[config.mk]
export PLATFORM = sky130hd
export DESIGN_NAME = spi_rx_buffer_writer
export DESIGN_NICKNAME = d
export VERILOG_FILES = /design/src/rtl/nileswan_buf_pkg.sv /design/src/rtl/spi_byte_shifter.sv /design/src/rtl/spi_rx_buffer_writer.sv
export SDC_FILE = /design/constraint.sdc
export NUM_CORES = 1
export LEC_CHECK = 0
export CAP_MARGIN = 20
export CORE_ASPECT_RATIO = 1.25
export CORE_MARGIN = 3
export CORE_UTILIZATION = 55
export DETAILED_ROUTE_END_ITERATION = 16
export PLACE_DENSITY = 0.91
export REMOVE_ABC_BUFFERS = 1
export SYNTH_ARGS = -nofsm -noshare
export SYNTH_HDL_FRONTEND = slang
export SYNTH_HIERARCHICAL = 1
export SYNTH_SLANG_ARGS = --single-unit
[constraint.sdc]
create_clock -name Clk -period 6 [get_ports Clk]
set_input_delay 1.5 -clock Clk [delete_from_list [all_inputs] [get_ports Clk]]
set_output_delay 1.5 -clock Clk [all_outputs]
set_load 0.005 [all_outputs]
[src/rtl/nileswan_buf_pkg.sv]
// Shared definitions for the 2 KiB byte-write / halfword-read buffer RAM.
// Latency: n/a (types and constants only).
// Backpressure: n/a.
package nileswan_buf_pkg;

  localparam int BUF_ADDR_W = 11;
  localparam int BUF_BYTES  = 2048;

  // Receive-writer transfer state.
  typedef enum logic [1:0] {
    IDLE,
    RECV,
    DONE
  } rxw_state_t;

endpackage

[src/rtl/spi_byte_shifter.sv]
// Purpose: collects MSB-first serial bits into bytes; ByteValid pulses with the 8th bit.
// Latency: combinational ByteData/ByteValid in the cycle of the 8th accepted strobe.
// Backpressure: none; strobes are only taken while Enable=1, Clear discards a partial byte.
// Ports:
//   Clk, Reset           clock, synchronous active-high reset
//   Clear                drop any partial byte and restart at bit 0
//   Enable               accept BitStrobe this cycle
//   BitStrobe, SerData   serial bit strobe and its data
//   ByteData, ByteValid  assembled byte and its 1-cycle qualifier
module spi_byte_shifter (
  input  logic       Clk,
  input  logic       Reset,
  input  logic       Clear,
  input  logic       Enable,
  input  logic       BitStrobe,
  input  logic       SerData,
  output logic [7:0] ByteData,
  output logic       ByteValid
);

  // Only the seven earlier bits need storage; the 8th comes straight from SerData.
  logic [6:0] shift_q;
  logic [2:0] bitcnt_q;
  logic       take;

  assign take      = Enable && BitStrobe;
  assign ByteData  = {shift_q, SerData};
  assign ByteValid = take && (bitcnt_q == 3'd7);

  always_ff @(posedge Clk) begin
    if (Reset || Clear) begin
      shift_q  <= '0;
      bitcnt_q <= '0;
    end else if (take) begin
      shift_q  <= {shift_q[5:0], SerData};
      bitcnt_q <= bitcnt_q + 3'd1;
    end
  end

endmodule

[src/rtl/spi_rx_buffer_writer.sv]
// Purpose: deserialises a strobed MSB-first bit stream into byte writes for the buffer RAM,
//          over a host-programmed transfer (start address + length) with Done/Abort signalling.
// Latency: write appears 1 cycle after the 8th bit strobe; Done 1 cycle after the last write.
// Backpressure: none; the RAM port always accepts, strobes outside an active transfer are dropped.
// Ports:
//   Clk, Reset                  clock, synchronous active-high reset
//   Start, StartAddr, Length    begin transfer at StartAddr for Length+1 bytes (IDLE only)
//   Abort                       cancel transfer, beats everything but Reset
//   BitStrobe, SerData          serial input bit stream
//   Busy, Done, BytesWritten    transfer status
//   WriteEnable/Addr/Data       RAM byte write port
module spi_rx_buffer_writer
  import nileswan_buf_pkg::*;
#(
  parameter int ADDR_W = BUF_ADDR_W,
  parameter int DATA_W = 8
) (
  input  logic              Clk,
  input  logic              Reset,
  input  logic              Start,
  input  logic [ADDR_W-1:0] StartAddr,
  input  logic [ADDR_W-1:0] Length,
  input  logic              Abort,
  input  logic              BitStrobe,
  input  logic              SerData,
  output logic              Busy,
  output logic              Done,
  output logic [ADDR_W:0]   BytesWritten,
  output logic              WriteEnable,
  output logic [ADDR_W-1:0] WriteAddr,
  output logic [DATA_W-1:0] WriteData
);

  rxw_state_t        state_q, state_d;
  logic [ADDR_W-1:0] addr_q;
  logic [ADDR_W-1:0] remaining_q;   // bytes still to write after the current one
  logic              start_acc;
  logic              last_write;
  logic              shift_en;
  logic              shift_clr;
  logic [7:0]        byte_dat;
  logic              byte_vld;

  assign start_acc  = (state_q == IDLE) && Start && !Abort;
  // The write now on the port is the final one of the transfer.
  assign last_write = (state_q == RECV) && WriteEnable && (remaining_q == '0);
  // Strobes stop counting from the final write cycle onward.
  assign shift_en   = (state_q == RECV) && !last_write;
  assign shift_clr  = start_acc || Abort;

  spi_byte_shifter u_shifter (
    .Clk       (Clk),
    .Reset     (Reset),
    .Clear     (shift_clr),
    .Enable    (shift_en),
    .BitStrobe (BitStrobe),
    .SerData   (SerData),
    .ByteData  (byte_dat),
    .ByteValid (byte_vld)
  );

  always_ff @(posedge Clk) begin
    if (Reset) begin
      state_q <= IDLE;
    end else begin
      state_q <= state_d;
    end
  end

  always_comb begin
    state_d = state_q;
    Busy    = 1'b0;
    Done    = 1'b0;
    case (state_q)
      IDLE: begin
        if (Start) begin
          state_d = RECV;
        end
      end
      RECV: begin
        Busy = 1'b1;
        if (last_write) begin
          state_d = DONE;
        end
      end
      DONE: begin
        Done    = 1'b1;
        state_d = IDLE;
      end
      default: state_d = IDLE;
    endcase
    if (Abort) begin
      state_d = IDLE;
    end
  end

  // Write register stage plus address / count bookkeeping. Counters advance at the
  // end of each write cycle, so a write already on the port completes even if Abort
  // arrives alongside it; an Abort alongside the 8th strobe suppresses the write.
  always_ff @(posedge Clk) begin
    if (Reset) begin
      WriteEnable  <= 1'b0;
      WriteAddr    <= '0;
      WriteData    <= '0;
      addr_q       <= '0;
      remaining_q  <= '0;
      BytesWritten <= '0;
    end else begin
      WriteEnable <= byte_vld && !Abort;
      if (byte_vld && !Abort) begin
        WriteData <= DATA_W'(byte_dat);
        WriteAddr <= addr_q;
      end
      if (WriteEnable) begin
        addr_q       <= addr_q + ADDR_W'(1);
        remaining_q  <= remaining_q - ADDR_W'(1);
        BytesWritten <= BytesWritten + (ADDR_W + 1)'(1);
      end
      if (start_acc) begin
        addr_q       <= StartAddr;
        remaining_q  <= Length;
        BytesWritten <= '0;
      end
    end
  end

endmodule

Word-level counts from Yosys, hierarchy flattened
Cells that the tools add are included.
Operators by class
  add/subtract/negate cells: 4
  multipliers: 0
  divide/modulo/power cells: 0
  $lt $le $gt $ge: 0
  equality and inequality tests: 5
  shift-type cells: 0
  mux-type cells: 9
  bitwise operators: 0
  reductions and logical operators: 18
Operators with widths (count)
  $mux W11: 4
  $add A12 B1 Y12 const B: 1
  $add A11 B1 Y11 const B: 1
  $logic_not A11 Y1: 1
  $sub A11 B1 Y11 const B: 1
  $logic_and A1 B1 Y1: 8
  $mux W2: 2
  $ne A2 B2 Y1 const B: 2
  $pmux W2 S2: 1
  $reduce_or A2 Y1: 2
  $add A3 B1 Y3 const B: 1
  $eq A3 B3 Y1 const B: 1
  $eq A2 B1 Y1 const B: 1
  $eq A2 B2 Y1 const B: 1
  $logic_not A1 Y1: 2
  $logic_not A2 Y1: 1
  $logic_or A1 B1 Y1: 2
  $mux W1: 2
  $reduce_and A2 Y1: 1
  $reduce_bool A2 Y1: 1
Storage, ports and cells
  flip-flop bits (word level): 66
  latch bits: 0
  memory bits (writable): 0
  bits in read-only memories: 0
  logic and storage cells: 45
  memories: 0

Logic depth before layout (Yosys ltp)
Gate-level depths: netlist of the first run.
  depth in word-level cells: 8
  gate-level depth with buffers: 13
  gate-level depth less buffers: 10

Modules after synthesis
The synthesis of the first run kept the hierarchy.
By module, submodules not included
  spi_rx_buffer_writer: times used 1, cells an instance 286, area an instance 2457.4 um^2, sequential area each 1121.1 um^2
  spi_byte_shifter: times used 1, cells an instance 50, area an instance 544.3 um^2, sequential area each 200.2 um^2

Least setup slack after synthesis of the first run
No wires, ideal clock.
  kind: input -> register
  start: input port BitStrobe
  end: register WriteAddr[1]
  data arrival time: 2.631 ns
  required time: 5.930 ns
  path slack: 3.299 ns
  cell stages on the path: 7
  path buffers: 3
  cells stage by stage: buf_6 and3_2 nor2b_1 clkbuf_1 buf_1 nand2_1 a21oi_1
On the way
  word-level cells in the longest chain between the ends: 3
RTL lines
  start: declaration: RTL line spi_rx_buffer_writer.sv:24  | input logic BitStrobe,
  $logic_and A1 B1 Y1: RTL line spi_byte_shifter.sv:26  | assign take = Enable && BitStrobe;
  $logic_and A1 B1 Y1: RTL line spi_byte_shifter.sv:28  | assign ByteValid = take && (bitcnt_q == 3'd7);
  net byte_vld: RTL line spi_rx_buffer_writer.sv:42  | logic byte_vld;
  $logic_and A1 B1 Y1: RTL line spi_rx_buffer_writer.sv:110  | if (byte_vld && !Abort) begin
  end signal: assignment: RTL line spi_rx_buffer_writer.sv:112  | WriteAddr <= addr_q;
  end: declaration: RTL line spi_rx_buffer_writer.sv:30  | output logic [ADDR_W-1:0] WriteAddr,
The timed path passes the listed nets, and every way through them passes these cells.
A chain may end at the register's enable or synchronous reset.

Final worst setup path of the first run
  start: input port BitStrobe
  end: register WriteData[0]
On the way
  word-level cells in the longest chain between the ends: 3
RTL lines
  $logic_and A1 B1 Y1: RTL line spi_byte_shifter.sv:26
  $logic_and A1 B1 Y1: RTL line spi_byte_shifter.sv:28
  net byte_vld: RTL line spi_rx_buffer_writer.sv:42
  $logic_and A1 B1 Y1: RTL line spi_rx_buffer_writer.sv:110
  end signal: assignment: RTL line spi_rx_buffer_writer.sv:111  | WriteData <= DATA_W'(byte_dat);
  end: declaration: RTL line spi_rx_buffer_writer.sv:31  | output logic [DATA_W-1:0] WriteData
The timed path passes the listed nets, and every way through them passes these cells.

==> results of run 1 <==
## cells in the final DEF (no fill, tap or decap), types with 2 or more instances in the layout
cell / Yosys / layout
sky130_fd_sc_hd__clkbuf_8: 0 / 11
sky130_fd_sc_hd__a21bo_1: 9 / 9
sky130_fd_sc_hd__xnor2_1: 21 / 21
sky130_fd_sc_hd__inv_1: 4 / 4
sky130_fd_sc_hd__a21oi_2: 10 / 10
sky130_fd_sc_hd__mux2i_1: 3 / 3
sky130_fd_sc_hd__a21oi_1: 20 / 20
sky130_fd_sc_hd__nor2b_1: 4 / 4
sky130_fd_sc_hd__nand3_1: 14 / 14
sky130_fd_sc_hd__clkinv_2: 0 / 2
sky130_fd_sc_hd__buf_4: 1 / 4
sky130_fd_sc_hd__and3_1: 2 / 2
sky130_fd_sc_hd__nor2_1: 41 / 41
sky130_fd_sc_hd__nand4_1: 7 / 7
sky130_fd_sc_hd__nor4b_2: 2 / 2
sky130_fd_sc_hd__xor2_1: 10 / 10
sky130_fd_sc_hd__a211oi_2: 2 / 2
sky130_fd_sc_hd__nand3b_1: 2 / 2
sky130_fd_sc_hd__a211oi_1: 20 / 20
sky130_fd_sc_hd__and4bb_2: 2 / 2
sky130_fd_sc_hd__dfxtp_1: 66 / 66
sky130_fd_sc_hd__nor3_1: 6 / 6
sky130_fd_sc_hd__nand2b_1: 2 / 2
sky130_fd_sc_hd__nor4_1: 2 / 2
sky130_fd_sc_hd__nand2_1: 47 / 47
sky130_fd_sc_hd__ha_1: 5 / 5
sky130_fd_sc_hd__clkdlybuf4s50_1: 0 / 61
## through the flow
step	utilization	instance area, µm²	std cells
global route	0.733	3800	456
finish	0.733	3800	456
global placement	0.694	3600	441
floorplan	-	2880	314
CTS	0.730	3790	455
detailed placement	0.694	3600	441
## cell families (layout without fill, tap and decap cells)
logic type / after synthesis / after routing / share of synthesized area
flops: 66 / 66 / 0.440
buf+inv: 26 / 84 / 0.0454
compound gates: 64 / 64 / 0.158
fa+ha+maj: 5 / 5 / 0.0208
simple gates: 141 / 141 / 0.235
mux: 3 / 3 / 0.0100
xor+xnor: 31 / 31 / 0.0905
## flip-flops by register name (all words and copies together) (netlist names)
signal	flops
BytesWritten	12
WriteAddr	11
WriteData	8
WriteEnable	1
addr_q	11
remaining_q	11
state_q	2
u_shifter/bitcnt_q	3
u_shifter/shift_q	7
## area by class of cell
cell class | instances | area (µm²)
Clock inverter | 3 | 40.0
Multi-Input combinational cell | 244 | 1540
Clock buffer | 11 | 151
Timing Repair Buffer | 66 | 656
Fill cell | 366 | 1380
Tap cell | 62 | 77.6
Inverter | 4 | 15.0
Sequential cell | 66 | 1320
## power groups by stage
| stage | clock, mW | combinational [mW] | sequential, mW |
|---|---|---|---|
| 4_1_cts | 0.371 | 0.0655 | 0.461 |
| 6_report | 0.364 | 0.0663 | 0.461 |
| 3_5_place_dp | 0 | 0.0647 | 0.470 |
| 2_1_floorplan | 0 | 0.0319 | 0.468 |
| 3_3_place_gp | 0 | 0.0627 | 0.470 |
| 5_1_grt | 0.386 | 0.0735 | 0.462 |
## worst max-delay path, cell delays in order
cell and delay [ns]:
sky130_fd_sc_hd__clkdlybuf4s50_1 0.93, sky130_fd_sc_hd__and3_2 0.35, sky130_fd_sc_hd__nand2b_1 0.43, sky130_fd_sc_hd__nand2_1 0.23, sky130_fd_sc_hd__a21oi_1 0.09
## worst paths after layout
kind / depth (start not counted) / start / end / slack [ns]
max: 5 / BitStrobe / WriteData[0]$_SDFFE_PP0P_ / 2.65
min: 2 / WriteData[5]$_SDFFE_PP0P_ / WriteData[5]$_SDFFE_PP0P_ / 0.46
max reg2reg: 9 / WriteEnable$_SDFF_PP0_ / WriteAddr[3]$_SDFFE_PP0P_ / 2.84
min reg2reg: 2 / WriteData[5]$_SDFFE_PP0P_ / WriteData[5]$_SDFFE_PP0P_ / 0.46
## per-layer routing
layer  GRT usage  share of wire
met3      0.0364          0.048
met2       0.356           0.48
met4       0.118          0.023
met1       0.274           0.45
met5           0              0
==> reports/summary.log, run 1 <==
[run_status] run status completed
[detailed_routing] Vias/cell 5.54
[yosys] post-synthesis cell area 3000 µm²
[finish] share of layout cells above drive strength 1 0.104
[yosys] area fraction of the dominant cell type after synthesis 0.440
[worst_setup_path] arrival time reported for the critical path endpoint 3.54 ns
[worst_setup_path] WP data required 6.18 ns
[detailed_routing] Post-DRT Antenna Nets 0
[timing] sum of negative setup slack 0 ns
[yosys] Mean Syn Cell Area 8.93 µm²
[yosys] warning count from the yosys run 6
[yosys] cell with the most instances after synthesis sky130_fd_sc_hd__dfxtp_1
[detailed_routing] detailed router's first-iteration violation count 156
[cts] Post-CTS Setup Bufs 0
[floorplanning] Die Y-Extent 88.6 µm
[timing] smallest hold slack 0.455 ns
[cts] total clock sinks 66
[worst_setup_path] largest driver fanout on the critical path 21
[detailed_routing] aggregate routed wire length 6390 µm
[timing] Final period util 0.559
[floorplanning] die width 72.1 µm
[timing] setup repair after global routing missed its margin no
[floorplanning] number of top-level pins 62
[power_and_ir_drop] power share of the sequential group 0.517
[cts] # resized after CTS 0
[floorplanning] die area 6390 µm²
[global_route] largest net degree at the start of global routing 30
[place] worst setup slack after placement 2.27 ns
[timing] actual transition at the worst max-transition pin 0.868 ns
[worst_setup_path] Worst setup EP type flip-flop
[timing] min cycle time layout 3.35 ns
[yosys] largest area contributor in the netlist sky130_fd_sc_hd__dfxtp_1
[yosys] fraction of registers with async set or reset after synthesis 0
[place] number of buffers added on ports 61
[cts] Post-CTS Hold Buffers 0
[finish] diode insertion count for antenna repair 0
[power_and_ir_drop] Comb power frac 0.074
[floorplanning] total core area 5190 µm²
[cts] count of H-tree levels built during CTS 3
[power_and_ir_drop] Sw Pwr 0.199 mW
[power_and_ir_drop] Final Power 0.891 mW
[finish] layout net count 424
[timing] Layout Skew 0.00501 ns
[place] placer congestion estimate 0.828
[timing] headroom to the max-slew limit 0.419
[yosys] number of standard cells after synthesis 336
[cts] clock tree from TritonCTS built
[cts] root buffer selected by CTS sky130_fd_sc_hd__clkbuf_8
[cts] maximum count of clock buffers along a single path 2
[detailed_routing] routed length per placed instance 14.0 µm
[timing] Final Hold Violating Endpoints 0
[timing] pins over their slew limit 0
[power_and_ir_drop] LEAKAGE 1.27 nW
[yosys] cells taking the most area after synthesis sky130_fd_sc_hd__dfxtp_1 44%, sky130_fd_sc_hd__xnor2_1 6.1%, sky130_fd_sc_hd__nand2_1 5.9%
[worst_setup_path] class of the most critical setup path input pin to flip-flop
[worst_setup_path] sort of element at the start of the critical path input pin
[cts] TritonCTS buffer count 9
[timing] final-report setup violation count 0
[global_route] grt total ovfl 0
[timing] post-route worst setup slack 2.65 ns
[power_and_ir_drop] Clock power frac 0.409
[min_path] worst min-delay path class flip-flop to flip-flop
[cts] clock input transition at the sequential cells of the worst setup and hold paths 0.07 ns
[detailed_routing] via count of the routed design 2528
[global_route] number of global-route vias before repair 2429
[cts] insertion delay of the later-clocked pin in the worst-skew pair 0.34 ns
[floorplanning] starting utilization of the core area 0.578
[yosys] Seq/Total Area, Yosys 0.440
[power_and_ir_drop] switching power as a share of total power 0.223
[floorplanning] number of rows in the core area 29
[global_route] number of antenna violations at the first check in global routing 0
[yosys] post-synth cell types 42
[detailed_routing] number of detailed-routing iterations run before antenna repair 5
[yosys] flip-flop cell with the highest count after synthesis sky130_fd_sc_hd__dfxtp_1
[yosys] top post-synthesis cells by count 66 x sky130_fd_sc_hd__dfxtp_1, 47 x sky130_fd_sc_hd__nand2_1, 41 x sky130_fd_sc_hd__nor2_1, 21 x sky130_fd_sc_hd__xnor2_1
[run] max-cap violation count 0
[timing] Fmax achieved 298 MHz
[finish] Synth-to-Final Area Change 26.8%
[power_and_ir_drop] PwrDens 234 nW/µm²
[power_and_ir_drop] Max VDD drop 0.175 mV
[global_route] total routing resource utilization after global routing 0.218
[global_route] global-route wire length before repair 10900 µm
[place] sum of net half-perimeters after detailed placement 4420 µm
[yosys] synthesis-stage register bit count 66
[detailed_routing] Residual DRC 0
[power_and_ir_drop] internal power 0.692 mW
[yosys] EDFF count, synth 0
(Power assumes the default switching activity.)
==> run 2, diff against run 1 <==
--- a/config.mk
+++ b/config.mk
@@ -8,9 +8,9 @@
 export CAP_MARGIN = 20
 export CORE_ASPECT_RATIO = 1.25
 export CORE_MARGIN = 3
-export CORE_UTILIZATION = 55
+export CORE_UTILIZATION = 51
 export DETAILED_ROUTE_END_ITERATION = 16
-export PLACE_DENSITY = 0.91
+export PLACE_DENSITY = 0.86
 export REMOVE_ABC_BUFFERS = 1
 export SYNTH_ARGS = -nofsm -noshare
 export SYNTH_HDL_FRONTEND = slang
==> constraint.sdc (replaced) <==
create_clock -name Clk -period 3.4 [get_ports Clk]
set_input_delay 0.85 -clock Clk [delete_from_list [all_inputs] [get_ports Clk]]
set_output_delay 0.85 -clock Clk [all_outputs]
set_load 0.005 [all_outputs]
==> reports/summary.log, run 2 (same netlist as run 1, synthesis figures left out) <==
[min_path] worst min-delay path class flip-flop to flip-flop [unchanged]
[finish] Synth-to-Final Area Change 28.1% [was 26.8%]
[finish] Top reg by flops BytesWritten [unchanged]
[worst_setup_path] kind of cell adding the most delay to the critical path simple AND/OR/NAND/NOR gates [unchanged]
[timing] final-report setup violation count 0 [unchanged]
[detailed_routing] Vias/cell 5.52 [was 5.54]
[worst_setup_path] minimum setup slack among reg-to-reg paths 0.83 ns [was 2.84 ns]
[floorplanning] total core area 5560 µm² [was 5190 µm²]
[detailed_routing] via count of the routed design 2551 [was 2528]
[timing] pins over their slew limit 0 [unchanged]
[run_status] run status completed [unchanged]
[cts] root buffer selected by CTS sky130_fd_sc_hd__clkbuf_8 [unchanged]
[worst_setup_path] WP data required 3.66 ns [was 6.18 ns]
[worst_setup_path] Worst setup EP type flip-flop [unchanged]
[finish] diode insertion count for antenna repair 0 [unchanged]
[power_and_ir_drop] power share of the sequential group 0.498 [was 0.517]
[floorplanning] number of rows in the core area 30 [was 29]
[timing] actual transition at the worst max-transition pin 0.786 ns [was 0.868 ns]
[detailed_routing] Residual DRC 0 [unchanged]
[power_and_ir_drop] Comb power frac 0.073 [was 0.074]
[timing] post-route worst setup slack 0.834 ns [was 2.65 ns]
[global_route] number of antenna violations at the first check in global routing 0 [unchanged]
[worst_setup_path] sort of element at the start of the critical path flip-flop [was input pin]
[global_route] total routing resource utilization after global routing 0.208 [was 0.218]
[floorplanning] die width 74.6 µm [was 72.1 µm]
[cts] # resized after CTS 0 [unchanged]
[run] max-cap violation count 0 [unchanged]
[floorplanning] number of top-level pins 62 [unchanged]
[timing] setup repair after global routing missed its margin no [unchanged]
[timing] Final period util 0.755
[global_route] number of global-route vias before repair 2485 [was 2429]
[cts] insertion delay of the later-clocked pin in the worst-skew pair 0.34 ns [about the same]
[cts] clock tree from TritonCTS built [unchanged]
[cts] maximum count of clock buffers along a single path 2 [unchanged]
[floorplanning] starting utilization of the core area 0.540 [was 0.578]
[cts] Post-CTS Hold Buffers 0 [unchanged]
[worst_setup_path] slowest CP cell sky130_fd_sc_hd__or4_4 [was sky130_fd_sc_hd__clkdlybuf4s50_1]
[finish] most common cell after layout, fill and taps aside sky130_fd_sc_hd__dfxtp_1 [unchanged]
[place] number of buffers added on ports 61 [unchanged]
[cts] count of H-tree levels built during CTS 3 [unchanged]
[timing] Final Hold Violating Endpoints 0 [unchanged]
[place] worst setup slack after placement 0.850 ns [was 2.27 ns]
[floorplanning] Die Y-Extent 91.8 µm [was 88.6 µm]
[power_and_ir_drop] Clock power frac 0.429 [was 0.409]
[power_and_ir_drop] Max VDD drop 0.266 mV [was 0.175 mV]
[worst_setup_path] Critical path buffers and inverters 0 [was 1]
[power_and_ir_drop] Sw Pwr 0.364 mW [was 0.199 mW]
[power_and_ir_drop] internal power 1.27 mW [was 0.692 mW]
[finish] layout net count 426 [was 424]
[global_route] global-route wire length before repair 11200 µm [was 10900 µm]
[place] sum of net half-perimeters after detailed placement 4620 µm [was 4420 µm]
[floorplanning] die area 6850 µm² [was 6390 µm²]
[finish] final std cells w/o fill 462 [was 456]
[timing] headroom to the max-slew limit 0.476 [was 0.419]
[timing] min cycle time layout 2.57 ns
[detailed_routing] Post-DRT Antenna Nets 0 [unchanged]
[worst_setup_path] largest driver fanout on the critical path 19 [was 21]
[global_route] grt total ovfl 0 [unchanged]
[timing] Layout Skew 0.0102 ns [was 0.00501 ns]
[finish] share of layout cells above drive strength 1 0.108 [was 0.104]
[cts] total clock sinks 66 [unchanged]
[finish] commonest non-fill, non-tap cells in the layout 66 x sky130_fd_sc_hd__dfxtp_1, 61 x sky130_fd_sc_hd__clkdlybuf4s50_1, 47 x sky130_fd_sc_hd__nand2_1 [unchanged]
[finish] final core utilization 0.692 [was 0.733]
[cts] TritonCTS buffer count 9 [unchanged]
[cts] clock input transition at the sequential cells of the worst setup and hold paths 0.07 ns [about the same]
[detailed_routing] aggregate routed wire length 6640 µm [was 6390 µm]
[finish] max FFs per register 12 [unchanged]
[power_and_ir_drop] Final Power 1.63 mW [was 0.891 mW]
[place] cell count after placement 446 [was 441]
[power_and_ir_drop] LEAKAGE 1.29 nW [was 1.27 nW]
[worst_setup_path] maximum single-stage delay on the critical path 0.57 ns [was 0.93 ns]
[timing] sum of negative setup slack 0 ns [unchanged]
[worst_setup_path] class of the most critical setup path flip-flop to flip-flop [was input pin to flip-flop]
[worst_setup_path] arrival time reported for the critical path endpoint 2.82 ns [was 3.54 ns]
[power_and_ir_drop] switching power as a share of total power 0.223 [about the same]
[global_route] largest net degree at the start of global routing 45 [was 30]
[cts] Post-CTS Setup Bufs 0 [unchanged]
[place] placer congestion estimate 0.776 [was 0.828]
[detailed_routing] number of detailed-routing iterations run before antenna repair 4 [was 5]
[timing] Fmax achieved 390 MHz
[power_and_ir_drop] PwrDens 424 nW/µm² [was 234 nW/µm²]
[detailed_routing] routed length per placed instance 14.4 µm [was 14.0 µm]
[worst_setup_path] critical path cell sequence or4_4 -> nor4b_4 -> and2b_1 -> nor2b_1 -> and3_2 -> nand2b_1 -> nand2_1 -> a21oi_1 [was clkdlybuf4s50_1 -> and3_2 -> nand2b_1 -> nand2_1 -> a21oi_1]
[detailed_routing] detailed router's first-iteration violation count 139 [was 156]
==> run 2: area by class of cell <==
type                    instances  area, µm²
flip-flops and latches         66       1320
clock inverters                 5       78.8
fillers                       434       1710
repair buffers                 68        676
multi-input cells             244       1540
clock buffers                  11        131
inverters                       4       15.0
well taps                      64       80.1
==> run 2: tightest hold or removal path: stages (launching register included) <==
cell	delay [ns]
sky130_fd_sc_hd__dfxtp_1	0.31
sky130_fd_sc_hd__nand2_1	0.05
sky130_fd_sc_hd__a21oi_1	0.05
==> run 2: final timing paths <==
| kind | from | endpoint | cells after the start |
|---|---|---|---|
| setup / recovery | remaining_q[6]$_SDFFE_PP0P_ | WriteData[0]$_SDFFE_PP0P_ | 8 |
| hold / removal | u_shifter/shift_q[6]$_SDFFE_PP0P_ | WriteData[7]$_SDFFE_PP0P_ | 2 |
| setup reg to reg | remaining_q[6]$_SDFFE_PP0P_ | WriteData[0]$_SDFFE_PP0P_ | 8 |
| hold reg to reg | u_shifter/shift_q[6]$_SDFFE_PP0P_ | WriteData[7]$_SDFFE_PP0P_ | 2 |
==> run 2: routing by layer <==
layer | vias to the layer above | global-route usage | wire length (µm)
li1 | 1266 | - | -
met1 | 1191 | 0.260 | 2930
met2 | 78 | 0.334 | 3280
met3 | 16 | 0.0461 | 282
met4 | 0 | 0.0964 | 148
met5 | - | 0 | 0
==> run 2: per-stage QoR <==
stage / cell area, µm² / hold WS (ns)
2_1_floorplan: 2880 / 0.423
3_3_place_gp: 3640 / 0.444
3_5_place_dp: 3640 / 0.451
4_1_cts: 3850 / 0.462
5_1_grt: 3850 / 0.471
6_report: 3850 / 0.457
==> run 2: power groups by stage <==
stage / logic [mW] / registers, mW / clock network, mW
2_1_floorplan: 0.0563 / 0.825 / 0
3_3_place_gp: 0.115 / 0.829 / 0
3_5_place_dp: 0.118 / 0.830 / 0
4_1_cts: 0.119 / 0.812 / 0.706
5_1_grt: 0.130 / 0.815 / 0.748
6_report: 0.119 / 0.813 / 0.699
